[config.mk]
export PLATFORM = sky130hd
export DESIGN_NAME = fifo_wr_arbiter
export DESIGN_NICKNAME = d
export VERILOG_FILES = /design/src/rtl/fifo_arb_pkg.sv /design/src/rtl/rr_picker.sv /design/src/rtl/fifo_wr_arbiter.sv
export SDC_FILE = /design/constraint.sdc
export NUM_CORES = 1
export LEC_CHECK = 0
export ABC_AREA = 1
export CAP_MARGIN = 20
export CORE_AREA = 5 5 72 61
export CTS_BUF_LIST = sky130_fd_sc_hd__clkbuf_8
export DETAILED_ROUTE_END_ITERATION = 8
export DIE_AREA = 0 0 77 66
export GPL_ROUTABILITY_DRIVEN = 0
export PLACE_DENSITY = 0.75
export SLEW_MARGIN = 25
export SYNTH_ARGS = -nofsm -noshare
export SYNTH_HDL_FRONTEND = slang
export SYNTH_SLANG_ARGS = --single-unit
[constraint.sdc]
create_clock -name clk -period 2.4 [get_ports clk]
set_clock_uncertainty 0.1 [all_clocks]
set_input_delay 0.48 -clock clk [delete_from_list [all_inputs] [get_ports clk]]
set_output_delay 0.48 -clock clk [all_outputs]
set_load 0.05 [all_outputs]
[src/rtl/fifo_arb_pkg.sv]
// rtl/fifo_arb_pkg.sv - shared types, defaults and helpers for the FIFO write arbiter
`ifndef DEF_FIFO_WIDTH
`define DEF_FIFO_WIDTH 8
`endif
`ifndef DEF_FIFO_DEPTH
`define DEF_FIFO_DEPTH 16
`endif

package fifo_arb_pkg;

    typedef enum logic {
        IDLE,
        BURST
    } arb_state_e;

    localparam int DEF_NUM_REQ   = 4;
    localparam int DEF_MAX_BURST = 4;

    // Wide enough to hold every value 0..depth inclusive.
    function automatic int CREDIT_W(input int depth);
        return $clog2(depth + 1);
    endfunction

endpackage

[src/rtl/rr_picker.sv]
// rtl/rr_picker.sv - combinational round-robin winner select, scanning from last+1
module rr_picker
    import fifo_arb_pkg::*;
#(
    parameter int NUM_REQ = DEF_NUM_REQ
) (
    input  logic [NUM_REQ-1:0]         req,
    input  logic [$clog2(NUM_REQ)-1:0] last,
    output logic [$clog2(NUM_REQ)-1:0] winner,
    output logic                       any_req
);

    localparam int OW = $clog2(NUM_REQ);

    logic [OW-1:0] idx;

    // Scan farthest-first so the candidate nearest to last+1 overwrites the rest.
    always_comb begin
        winner = last;
        idx    = '0;
        for (int i = NUM_REQ; i >= 1; i--) begin
            idx = OW'((int'(last) + i) % NUM_REQ);
            if (req[idx]) begin
                winner = idx;
            end
        end
    end

    assign any_req = |req;

endmodule

[src/rtl/fifo_wr_arbiter.sv]
// rtl/fifo_wr_arbiter.sv - round-robin burst arbiter sharing one FIFO write port, credit-protected
module fifo_wr_arbiter
    import fifo_arb_pkg::*;
#(
    parameter int NUM_REQ    = DEF_NUM_REQ,
    parameter int FIFO_WIDTH = `DEF_FIFO_WIDTH,
    parameter int FIFO_DEPTH = `DEF_FIFO_DEPTH,
    parameter int MAX_BURST  = DEF_MAX_BURST
) (
    input  logic                              clk,
    input  logic                              rst,
    input  logic [NUM_REQ-1:0]                req,
    input  logic [NUM_REQ*FIFO_WIDTH-1:0]     req_data,
    output logic [NUM_REQ-1:0]                gnt,
    output logic                              fifo_wr_en,
    output logic [FIFO_WIDTH-1:0]             fifo_data_in,
    input  logic                              fifo_full,
    input  logic                              fifo_rd_en,
    input  logic                              fifo_empty,
    output logic [CREDIT_W(FIFO_DEPTH)-1:0]   credits,
    output logic [$clog2(NUM_REQ)-1:0]        owner
);

    localparam int CW = CREDIT_W(FIFO_DEPTH);
    localparam int OW = $clog2(NUM_REQ);
    localparam int BW = (MAX_BURST > 1) ? $clog2(MAX_BURST) : 1;

    localparam logic [CW-1:0] FULL_CREDITS = CW'(FIFO_DEPTH);
    localparam logic [BW-1:0] LAST_BEAT    = BW'(MAX_BURST - 1);
    localparam logic [OW-1:0] LAST_REQ     = OW'(NUM_REQ - 1);

    arb_state_e           state;
    logic [BW-1:0]        burst_cnt;
    logic [OW-1:0]        winner;
    logic                 any_req;
    logic                 has_credit;
    logic                 own_req;
    logic                 transfer;
    logic                 rd_ret;
    logic [FIFO_WIDTH-1:0] words [NUM_REQ];

    for (genvar i = 0; i < NUM_REQ; i++) begin : g_unpack
        assign words[i] = req_data[i*FIFO_WIDTH +: FIFO_WIDTH];
    end

    rr_picker #(
        .NUM_REQ (NUM_REQ)
    ) u_picker (
        .req     (req),
        .last    (owner),
        .winner  (winner),
        .any_req (any_req)
    );

    assign has_credit = (credits != '0);
    assign own_req    = req[owner];
    assign transfer   = (state == BURST) && own_req && has_credit && !fifo_full;
    assign rd_ret     = fifo_rd_en && !fifo_empty;

    always_comb begin
        gnt        = '0;
        gnt[owner] = transfer;
    end

    always_ff @(posedge clk) begin
        if (rst) begin
            state        <= IDLE;
            owner        <= LAST_REQ;
            burst_cnt    <= '0;
            credits      <= FULL_CREDITS;
            fifo_wr_en   <= 1'b0;
            fifo_data_in <= '0;
        end else begin
            fifo_wr_en <= transfer;
            if (transfer) begin
                fifo_data_in <= words[owner];
            end

            // A write and a returned slot in the same cycle cancel out.
            case ({transfer, rd_ret})
                2'b10:   credits <= credits - CW'(1);
                2'b01:   credits <= credits + CW'(1);
                default: credits <= credits;
            endcase

            case (state)
                IDLE: begin
                    if (any_req && has_credit) begin
                        owner     <= winner;
                        burst_cnt <= '0;
                        state     <= BURST;
                    end
                end
                BURST: begin
                    if (!own_req) begin
                        state <= IDLE;
                    end else if (transfer) begin
                        burst_cnt <= burst_cnt + BW'(1);
                        if (burst_cnt == LAST_BEAT) begin
                            state <= IDLE;
                        end
                    end
                end
                default: state <= IDLE;
            endcase
        end
    end

    a_credit_range: assert property (@(posedge clk) disable iff (rst)
        credits <= FULL_CREDITS);

    a_credit_no_overflow: assert property (@(posedge clk) disable iff (rst)
        !(rd_ret && !transfer && credits == FULL_CREDITS));

endmodule
==> results.md, run 1 <==
* Place WS at -0.341 ns
* CTS tree: yes
* Outcome: completed
* Fin area at ~0.0022 mm²
* Largest net degree at the start of global routing at 19
* Achievable frequency at roughly 450 MHz
* Fillers at 338
* Via Count at 1536
* Area of the core at around 0.0036 mm²
* # Max-Cap Violations at 0
* Type of the worst setup path: reg -> out
* Routed Antenna Nets at 0
* Clock sinks at 19
* All-Layer GR Usage at 0.151
* CP Cell Sequence: inv_2 -> nand2_2 -> nand3_2 -> nand2_2 -> nor2_4 -> nand2_4 -> buf_12 -> nor2_4 -> buf_12
* Post-route DRC at 0
* RSZ-0062 raised after global routing: false
* CP delay by family, top: simple AND/OR/NAND/NOR gates
* Post-Route Setup TNS at 0 ns
* Crit path capture type: output pin
* Cells after synthesis at 207
* Synthesized area at roughly 0.0013 mm²
* Max-slew violations at 0
* Worst EP required at roughly 1.8 ns
* Routed len/inst at approximately 12 µm
* Die W at approximately 77 µm
* Die area at 0.00508 mm²
* Slowest stage delay, CP at ~0.38 ns
* Mapped Nets at between 200 and 300
* Htree depth at 1
* CP Launch Type: flop
* Antenna violations before repair at 0
* Yosys top cell area share at 0.284
* Power Density at 933 mW/mm²
* Layout cells sized above 1 at 0.170
* Final #Nets at around 330
* Post-route clock period utilization at 0.923
* Number of DRC markers in iteration 0 at 78
* Fin. Hold Viols at 0
* Num CTS Buffers at 3
* Syn Area/Cell at roughly 6.5 µm²
* Row count at 20
* First-pass GRT wire length at between 6000 and 7000 µm
* Crit-path max FO at 8
* # setup viols final at 0
* CP max stage cell: dfxtp_4
* Leak at roughly 1 nW
* Sequential element share of the synthesized area at 0.284
* Post-DP HPWL at between 2000 and 3000 µm
* First-pass detailed-route iteration total at 4
* Hold WC Path Type: reg -> reg
* P&R area growth vs syn at 66.2%
* Actual slew at the worst max-slew pin at ~0.51 ns
* Starting density of the core at 0.370
* PnR worst setup slack at roughly 0.19 ns
* Routed wire length at 3900 µm
* Ant. Diodes at 0
* Count of cell types in the netlist at 23
* IO buf count at 60
* Crit path buf inv count at 3
* Grt total ovfl at 0
* Peak supply drop at roughly 540 µV
* Yosys warning count at 0
* Vias per inst at ~4.8
* CP arrival at ~1.6 ns
* Cell taking the most area after synthesis: dfxtp_1
* Vias in the first global route at ~1.4k
* Placement Cell Area at 0.00209 mm²
* Clk slew on worst S/H paths at around 0.070 ns
* Die height at roughly 66 µm
* Worst skew pair latency at 0.25 ns
* Rel. slew slack at 0.659
* Io pins at 61
* CTS Buffer Depth at 2
* CTS root buf: clkbuf_8
* Final Critical Period at 2.21 ns
* Synth area leaders: dfxtp_1 (28%), nor2_1 (13%), o21ai_0 (9.7%)
* Synthesized flop and latch total at 19
[state kept, by name (all words and copies together) (netlist names)]
signal and cells:
credits 5, fifo_data_in 8, fifo_wr_en 1, burst_cnt 2
state 1, owner 2
[path summary, 6_finish.rpt]
path / start / endpoint / slack [ns] / cells past startpoint
hold reg to reg: fifo_data_in[7] / fifo_data_in[7] / 0.38 / 2
setup reg to reg: owner[0] / credits[3] / 0.28 / 14
hold / removal: fifo_data_in[7] / fifo_data_in[7] / 0.38 / 2
setup / recovery: owner[0] / gnt[0] / 0.19 / 9
[worst min-delay path, delay by kind of cell (launching register included)]
family,cells,cell delay (ns)
DFF,1,0.33
and+or+nand+nor,2,0.13
[logic make-up (layout without fill, tap and decap cells)]
family / Yosys count / count (layout) / synth area share
adders and majority gates: 10 / 10 / 0.0989
DFF: 19 / 19 / 0.284
and+or+nand+nor: 100 / 100 / 0.318
buffers and inverters: 31 / 100 / 0.105
AOI/OAI and AO/OA: 43 / 43 / 0.168
xor gates and xnor gates: 4 / 4 / 0.0261
[routing by layer]
layer | GRT usage | up-vias | wire (µm)
met5 | 0 | - | 0
met4 | 0.00644 | 0 | 41
met3 | 0.0463 | 4 | 242
met2 | 0.258 | 39 | 1920
met1 | 0.197 | 684 | 1700
li1 | - | 809 | -
[synthesized netlist by cell type]
cell / n
buf_6: 2
nand3_2: 1
nand2_1: 30
nand2_4: 1
fa_1: 1
dfxtp_1: 19
ha_1: 9
a21oi_1: 7
nand3_1: 14
buf_4: 2
buf_2: 2
o21ai_0: 26
nand2_2: 3
xor2_1: 2
xnor2_1: 2
o22ai_1: 8
inv_2: 2
inv_1: 20
nand4_1: 2
clkbuf_1: 3
nor2_1: 48
o21ai_1: 2
nor2_4: 1
[where the power goes]
group | internal [W] | total (W) | switching (W)
logic | 0.000553 | 0.00139 | 0.000833
clock network | 0.000115 | 0.000217 | 0.000102
registers | 0.000396 | 0.000479 | 0.0000822
[placed cells by master, fill, tap and decap left out, types with 2 or more instances in the layout]
| cell type | Yosys | routed |
|---|---|---|
| nor2_4 | 1 | 5 |
| clkbuf_8 | 0 | 3 |
| nand2_2 | 3 | 4 |
| nand4_1 | 2 | 2 |
| buf_12 | 0 | 5 |
| nand2_1 | 30 | 29 |
| a21oi_1 | 7 | 7 |
| buf_4 | 2 | 13 |
| o21ai_0 | 26 | 25 |
| dfxtp_1 | 19 | 12 |
| ha_4 | 0 | 2 |
| dlymetal6s2s_1 | 0 | 3 |
| xnor2_1 | 2 | 2 |
| ha_1 | 9 | 7 |
| xor2_1 | 2 | 2 |
| o22ai_1 | 8 | 8 |
| inv_2 | 2 | 2 |
| inv_1 | 20 | 19 |
| nand3_2 | 1 | 2 |
| o21ai_1 | 2 | 3 |
| nor2_1 | 48 | 44 |
| dfxtp_2 | 0 | 6 |
| clkdlybuf4s50_1 | 0 | 52 |
| nand3_1 | 14 | 13 |
[metrics by stage]
step / cells / utilization / hold WS [ns] / power, W
2_1_floorplan: 207 / - / 0.360 / 0.00129
3_3_place_gp: 315 / 0.575 / 0.363 / 0.00178
3_5_place_dp: 315 / 0.575 / 0.371 / 0.00179
4_1_cts: 319 / 0.600 / 0.388 / 0.00205
5_1_grt: 320 / 0.614 / 0.416 / 0.00225
6_report: 320 / 0.614 / 0.385 / 0.00208
[repair_timing]
item	CTS	global route
pin swaps	0	5
endpoints found under the setup margin	7	8
buffers inserted	0	1
hold endpoints to repair	0	0
gates resized for setup	12	13
hold buffers	0	0
[layout make-up]
cell class / instances / area [µm²] / share of cell area
flip-flops and latches: 19 / 392 / 0.176
multi-input cells: 157 / 885 / 0.397
clock buffers: 3 / 41.3 / 0.0185
inverters: 22 / 87.6 / 0.0393
clock inverters: 1 / 5.00 / 0.00224
repair buffers: 74 / 764 / 0.343
well taps: 44 / 55.1 / 0.0247
(Power assumes the default switching activity.)
==> run 2, diff against run 1 <==
SLEW_MARGIN = 0   (was 25)
==> results of run 2 <==
No change in the layout: final DEF, timing and power equal those of run 1.
==> run 3, diff against run 2 <==
MAX_ROUTING_LAYER = met4   (was unset)
==> results.md, run 3 (same netlist as run 1, synthesis figures left out) <==
* Area of the core at ~0.0036 mm²
* Type of the worst setup path: reg -> out
* Layout cells sized above 1 at 0.170
* Commonest non-fill, non-tap cell in the layout: clkdlybuf4s50_1
* Hold path depth at 2
* Crit-path max FO at 8
* Starting density of the core at 0.370
* # Max-Cap Violations at 0
* PnR worst setup slack at between 0.15 and 0.2 ns
* Total power at around 0.0021 W
* Place WS at -0.341 ns
* Io pins at 61
* Outcome: completed
* Max-slew violations at 0
* Worst skew pair latency at 0.25 ns
* Reg2Reg Depth at 14
* Clk slew on worst S/H paths at 0.07 ns
* Routed len/inst at between 10 and 15 µm
* RSZ-0062 raised after global routing: false
* CP arrival at about 1.6 ns
* Fillers at about 340
* Routed wire length at between 3000 and 4000 µm
* First-pass detailed-route iteration total at 4
* Number of DRC markers in iteration 0 at 78
* Grt total ovfl at 0
* First-pass GRT wire length at ~6400 µm
* CTS Buffer Depth at 2
* Power Density at 933 mW/mm²
* Worst Setup SP: owner[0]
* CTS root buf: clkbuf_8
* Achievable frequency at between 400 and 500 MHz
* Actual slew at the worst max-slew pin at slightly above 0.5 ns
* Critical Path Stages at 9
* Die area at ~0.005 mm²
* Max reg flops at 8
* Largest Register: fifo_data_in
* Largest net degree at the start of global routing at 19
* Most frequent cells in the layout: clkdlybuf4s50_1 (52), nor2_1 (44), nand2_1 (29)
* IO buf count at 60
* Crit path capture type: output pin
* # setup viols final at 0
* CTS tree: yes
* Die W at approximately 77 µm
* Post-route DRC at 0
* Rel. slew slack at 0.661
* Leak at 0.998 nW
* Post-DP HPWL at 2980 µm
* Biggest regs: fifo_data_in x8, credits x5
* Final Critical Period at 2.21 ns
* Peak supply drop at 542 µV
* Row count at 20
* Htree depth at 1
* All-Layer GR Usage at 0.155
* Ant. Diodes at 0
* Die height at 66 µm
* Antenna violations before repair at 0
* Hold WC Path Type: reg -> reg
* Min-delay src: fifo_data_in[7]
* # hold bufs at CTS at 0
* Worst EP required at 1.82 ns
* Slowest stage delay, CP at between 0.3 and 0.4 ns
* CP Launch Type: flop
* CP max stage cell: dfxtp_4
* CP Cell Sequence: inv_2 -> nand2_2 -> nand3_2 -> nand2_2 -> nor2_4 -> nand2_4 -> buf_12 -> nor2_4 -> buf_12
* Via Count at around 1.5k
* Post-route clock period utilization at 0.923
* CP delay by family, top: simple AND/OR/NAND/NOR gates
* Vias per inst at about 4.8
* Fin. Hold Viols at 0
* RR Startpoint: owner[0]
* Vias in the first global route at 1390
* Crit path buf inv count at 3
* Routed Antenna Nets at 0
* Final #Nets at 328
* P&R area growth vs syn at 66.2%
* Min Hold Slack at 0.385 ns
* Num CTS Buffers at 3
* Clock sinks at 19
## run 3: cell counts in the layout (fill, tap and decap cells not counted)
No cell type changed its count.
## run 3: worst reg2reg max path, stage by stage, from the launching register on
cell and delay, ns:
dfxtp_4 0.38, inv_2 0.15, nand2_2 0.08, nand3_2 0.08, nand2_2 0.08, nor2_4 0.13
nand2_4 0.08, ha_4 0.18, inv_6 0.07, ha_1 0.22, nand3_1 0.09, nand3_1 0.08
xor2_1 0.15, o21ai_1 0.12, inv_1 0.05
## run 3: path summary, 6_finish.rpt
kind | endpoint | slack, ns
max | gnt[0] | 0.19
min | fifo_data_in[7] | 0.38
max reg2reg | credits[3] | 0.28
min reg2reg | fifo_data_in[7] | 0.38
## run 3: final cells by class
| type | instances | area [µm²] | share of cell area |
|---|---|---|---|
| multi-input cells | 157 | 885 | 0.397 |
| clock inverters | 1 | 5.00 | 0.00224 |
| repair buffers | 74 | 764 | 0.343 |
| clock buffers | 3 | 41.3 | 0.0185 |
| inverters | 22 | 87.6 | 0.0393 |
| flip-flops and latches | 19 | 392 | 0.176 |
| well taps | 44 | 55.1 | 0.0247 |
## run 3: where the power goes
part	internal [W]	total, W	switching, W
clock network	0.000115	0.000217	0.000102
logic	0.000553	0.00138	0.000832
registers	0.000396	0.000479	0.0000823
total	0.00106	0.00208	0.00102
## run 3: metal layers
metal | GRT usage | vias up | part of all wire
li1 | - | 809 | -
met1 | 0.198 | 689 | 0.43
met5 | - | - | 0
met2 | 0.258 | 41 | 0.49
met3 | 0.0450 | 4 | 0.069
met4 | 0.00644 | 0 | 0.011
## run 3: per-stage QoR
step | utilization | TNS [ns] | instances | area, µm²
after global placement | 0.575 | -1.31 | 315 | 2090
after floorplan | - | 0 | 207 | 1350
after CTS | 0.600 | 0 | 319 | 2180
after global routing | 0.614 | 0 | 320 | 2230
after detailed placement | 0.575 | -1.60 | 315 | 2090
final | 0.614 | 0 | 320 | 2230
## run 3: timing repair
item	CTS	global route
gates resized for setup	12	13
buffers inserted	0	1
pin swaps	0	5
endpoints found under the setup margin	7	8
==> edit (config.mk and constraints of run 1) <==
Change the macro `DEF_FIFO_DEPTH` from 16 to 8.
--- a/src/rtl/fifo_arb_pkg.sv
+++ b/src/rtl/fifo_arb_pkg.sv
@@ -3,7 +3,7 @@
 `define DEF_FIFO_WIDTH 8
 `endif
 `ifndef DEF_FIFO_DEPTH
-`define DEF_FIFO_DEPTH 16
+`define DEF_FIFO_DEPTH 8
 `endif
 
 package fifo_arb_pkg;
Ports: changed (resized credits); port bits go from 61 to 60. No check against the original RTL was run, so the function may have changed too.
==> edit against run 1 <==
- maximum frequency shrank 0.86%
- highest routed layer unchanged
- wire length grew 5.4%
- final area shrank 1.9%
- synthesized area shrank 6.6%
- critical endpoint is now gnt[3]
- final cell count shrank 2.2%
- sequential cell count shrank 1
- critical path type is now in2out
- sequential power shrank 1%
- setup slack lost 0.019 ns
- power shrank 0.36%
==> edit: results (changes against run 1) <==
Outcome
- **result of the run** finished clean

Cells and area
- **fraction of final layout cells with drive strength greater than 1** 18.6%, +1.6 points
- **largest registers ranked by flip-flop count** fifo_data_in (8), credits (4)
- **number of fillers in the final layout** 339, +0.30%
- **NumNets Final** 320, -2.4%

Placement
- **worst setup slack after placement** -0.302 ns, +0.0381 ns
- **PortBufs** 59, -1.7%

Global route
- **overall global routing resource usage** 15.8%, +0.72 points
- **maximum number of pins on one net before global-route repair** 20, +1
- **via count of the first global-routing pass** 1430, +2.9%
- **wire length of the first global-routing pass** 6580 microns, +2.1%

Min path
- **sink of the worst hold path** fifo_data_in[4]$_SDFFE_PP0P_
- **hold path startpoint** fifo_data_in[4]$_SDFFE_PP0P_

Route
- **final WL** 4110 microns, +5.4%
- **Wirelength per Cell** 13.1 microns, +7.8%
- **detailed-route via count** 1511, -1.6%
- **DRC violation total after the first TritonRoute iteration** 71, -9.0%

Setup path
- **critical path arrival** 1.65 ns, +0.02 ns
- **CP max FO** 6, -2
- **reg2reg end** credits[2]$_SDFFE_PP0P_
- **R2R setup slack** 0.25 ns, -0.03 ns

STA
- **relative slew slack** 65.4%, -0.45 points

Yosys
- **share of synthesized area occupied by flip-flops and latches** 28.8%, +0.41 points
- **synthesized net count** 248, -3.9%
- **number of distinct standard cells referenced by the synthesized netlist** 19, -17%
- **top cells by instance count after synthesis** 50 x nor2_1, 32 x nand2_1, 24 x o21ai_0
- **main area contributors after synthesis** dfxtp_1 29%, nor2_1 15%, o21ai_0 9.6%
- **Post-Synthesis Cells** 198, -4.3%

Power
- **maximum vdd ir drop** 0.000578 V, +6.8%

Clocking
- **clk slew on worst S/H paths** 0.07 ns, about the same

## edit: cell type report
class                   instances  area (sq um)  share of cell area [%]
multi-input cells             151           837                    38.3
repair buffers                 75           791                    36.2
flip-flops and latches         18           368                    16.8
inverters                      21          81.3                    3.72
clock buffers                   4          55.1                    2.52
well taps                      44          55.1                    2.52
## edit: cells by family (layout without fill, tap and decap cells)
family | after synthesis | in the layout | synth area share, %
compound gates | 39 | 39 | 16.4
flops | 18 | 18 | 28.8
simple gates | 99 | 99 | 32.6
xor+xnor | 4 | 4 | 2.80
buf+inv | 29 | 100 | 9.89
fa+ha+maj | 9 | 9 | 9.59
## edit: worst max-delay path by stage
stage | start | to | slack [ns] | cells after the start
after detailed placement | req[1] | credits[3]$_SDFFE_PP1P_ | -0.30 | 14
after floorplan | credits[1]$_SDFFE_PP0P_ | gnt[0] | -0.01 | 5
after global placement | req[3] | credits[3]$_SDFFE_PP1P_ | -0.22 | 14
final | fifo_full | gnt[3] | 0.17 | 7
after CTS | req[1] | gnt[3] | 0.02 | 9
after global routing | fifo_full | gnt[3] | 0.08 | 7
## edit: through the flow
| step | total power [uW] | hold slack, ns | area, sq um | util, % |
|---|---|---|---|---|
| after floorplan | 1300 | 0.356 | 1260 | - |
| after global placement | 1700 | 0.361 | 1980 | 54.7 |
| after detailed placement | 1720 | 0.373 | 1980 | 54.7 |
| after CTS | 2010 | 0.390 | 2070 | 57.2 |
| after global routing | 2240 | 0.412 | 2190 | 60.3 |
| final | 2070 | 0.384 | 2190 | 60.3 |
## edit: metal layers
| layer | track usage [%] | routed length [microns] | part of all wire, % | vias up |
|---|---|---|---|---|
| met3 | 5.04 | 303 | 7.4 | 5 |
| met5 | 0 | 0 | 0 | - |
| met4 | 2.36 | 26 | 0.63 | 0 |
| li1 | - | - | - | 785 |
| met2 | 26.9 | 1810 | 44 | 60 |
| met1 | 20.0 | 1980 | 48 | 661 |
## edit: timing repair
item,CTS,global route
endpoints found under the setup margin,5,7
hold endpoints to repair,0,0
gates resized for setup,11,18
buffers inserted,0,4
cloned,0,1
pin swaps,0,3
## edit: critical path, stage by stage
cell and delay [ns]:
clkdlybuf4s50_1 0.41, a21oi_1 0.12, buf_4 0.14, nand3_4 0.08
buf_12 0.16, nor2_4 0.12, buf_12 0.14
## edit: where the power goes
part / total [uW] / switching (uW) / internal [uW]
registers: 473 / 102 / 371
clock network: 246 / 100 / 146
logic: 1360 / 802 / 553
total: 2070 / 1000 / 1070
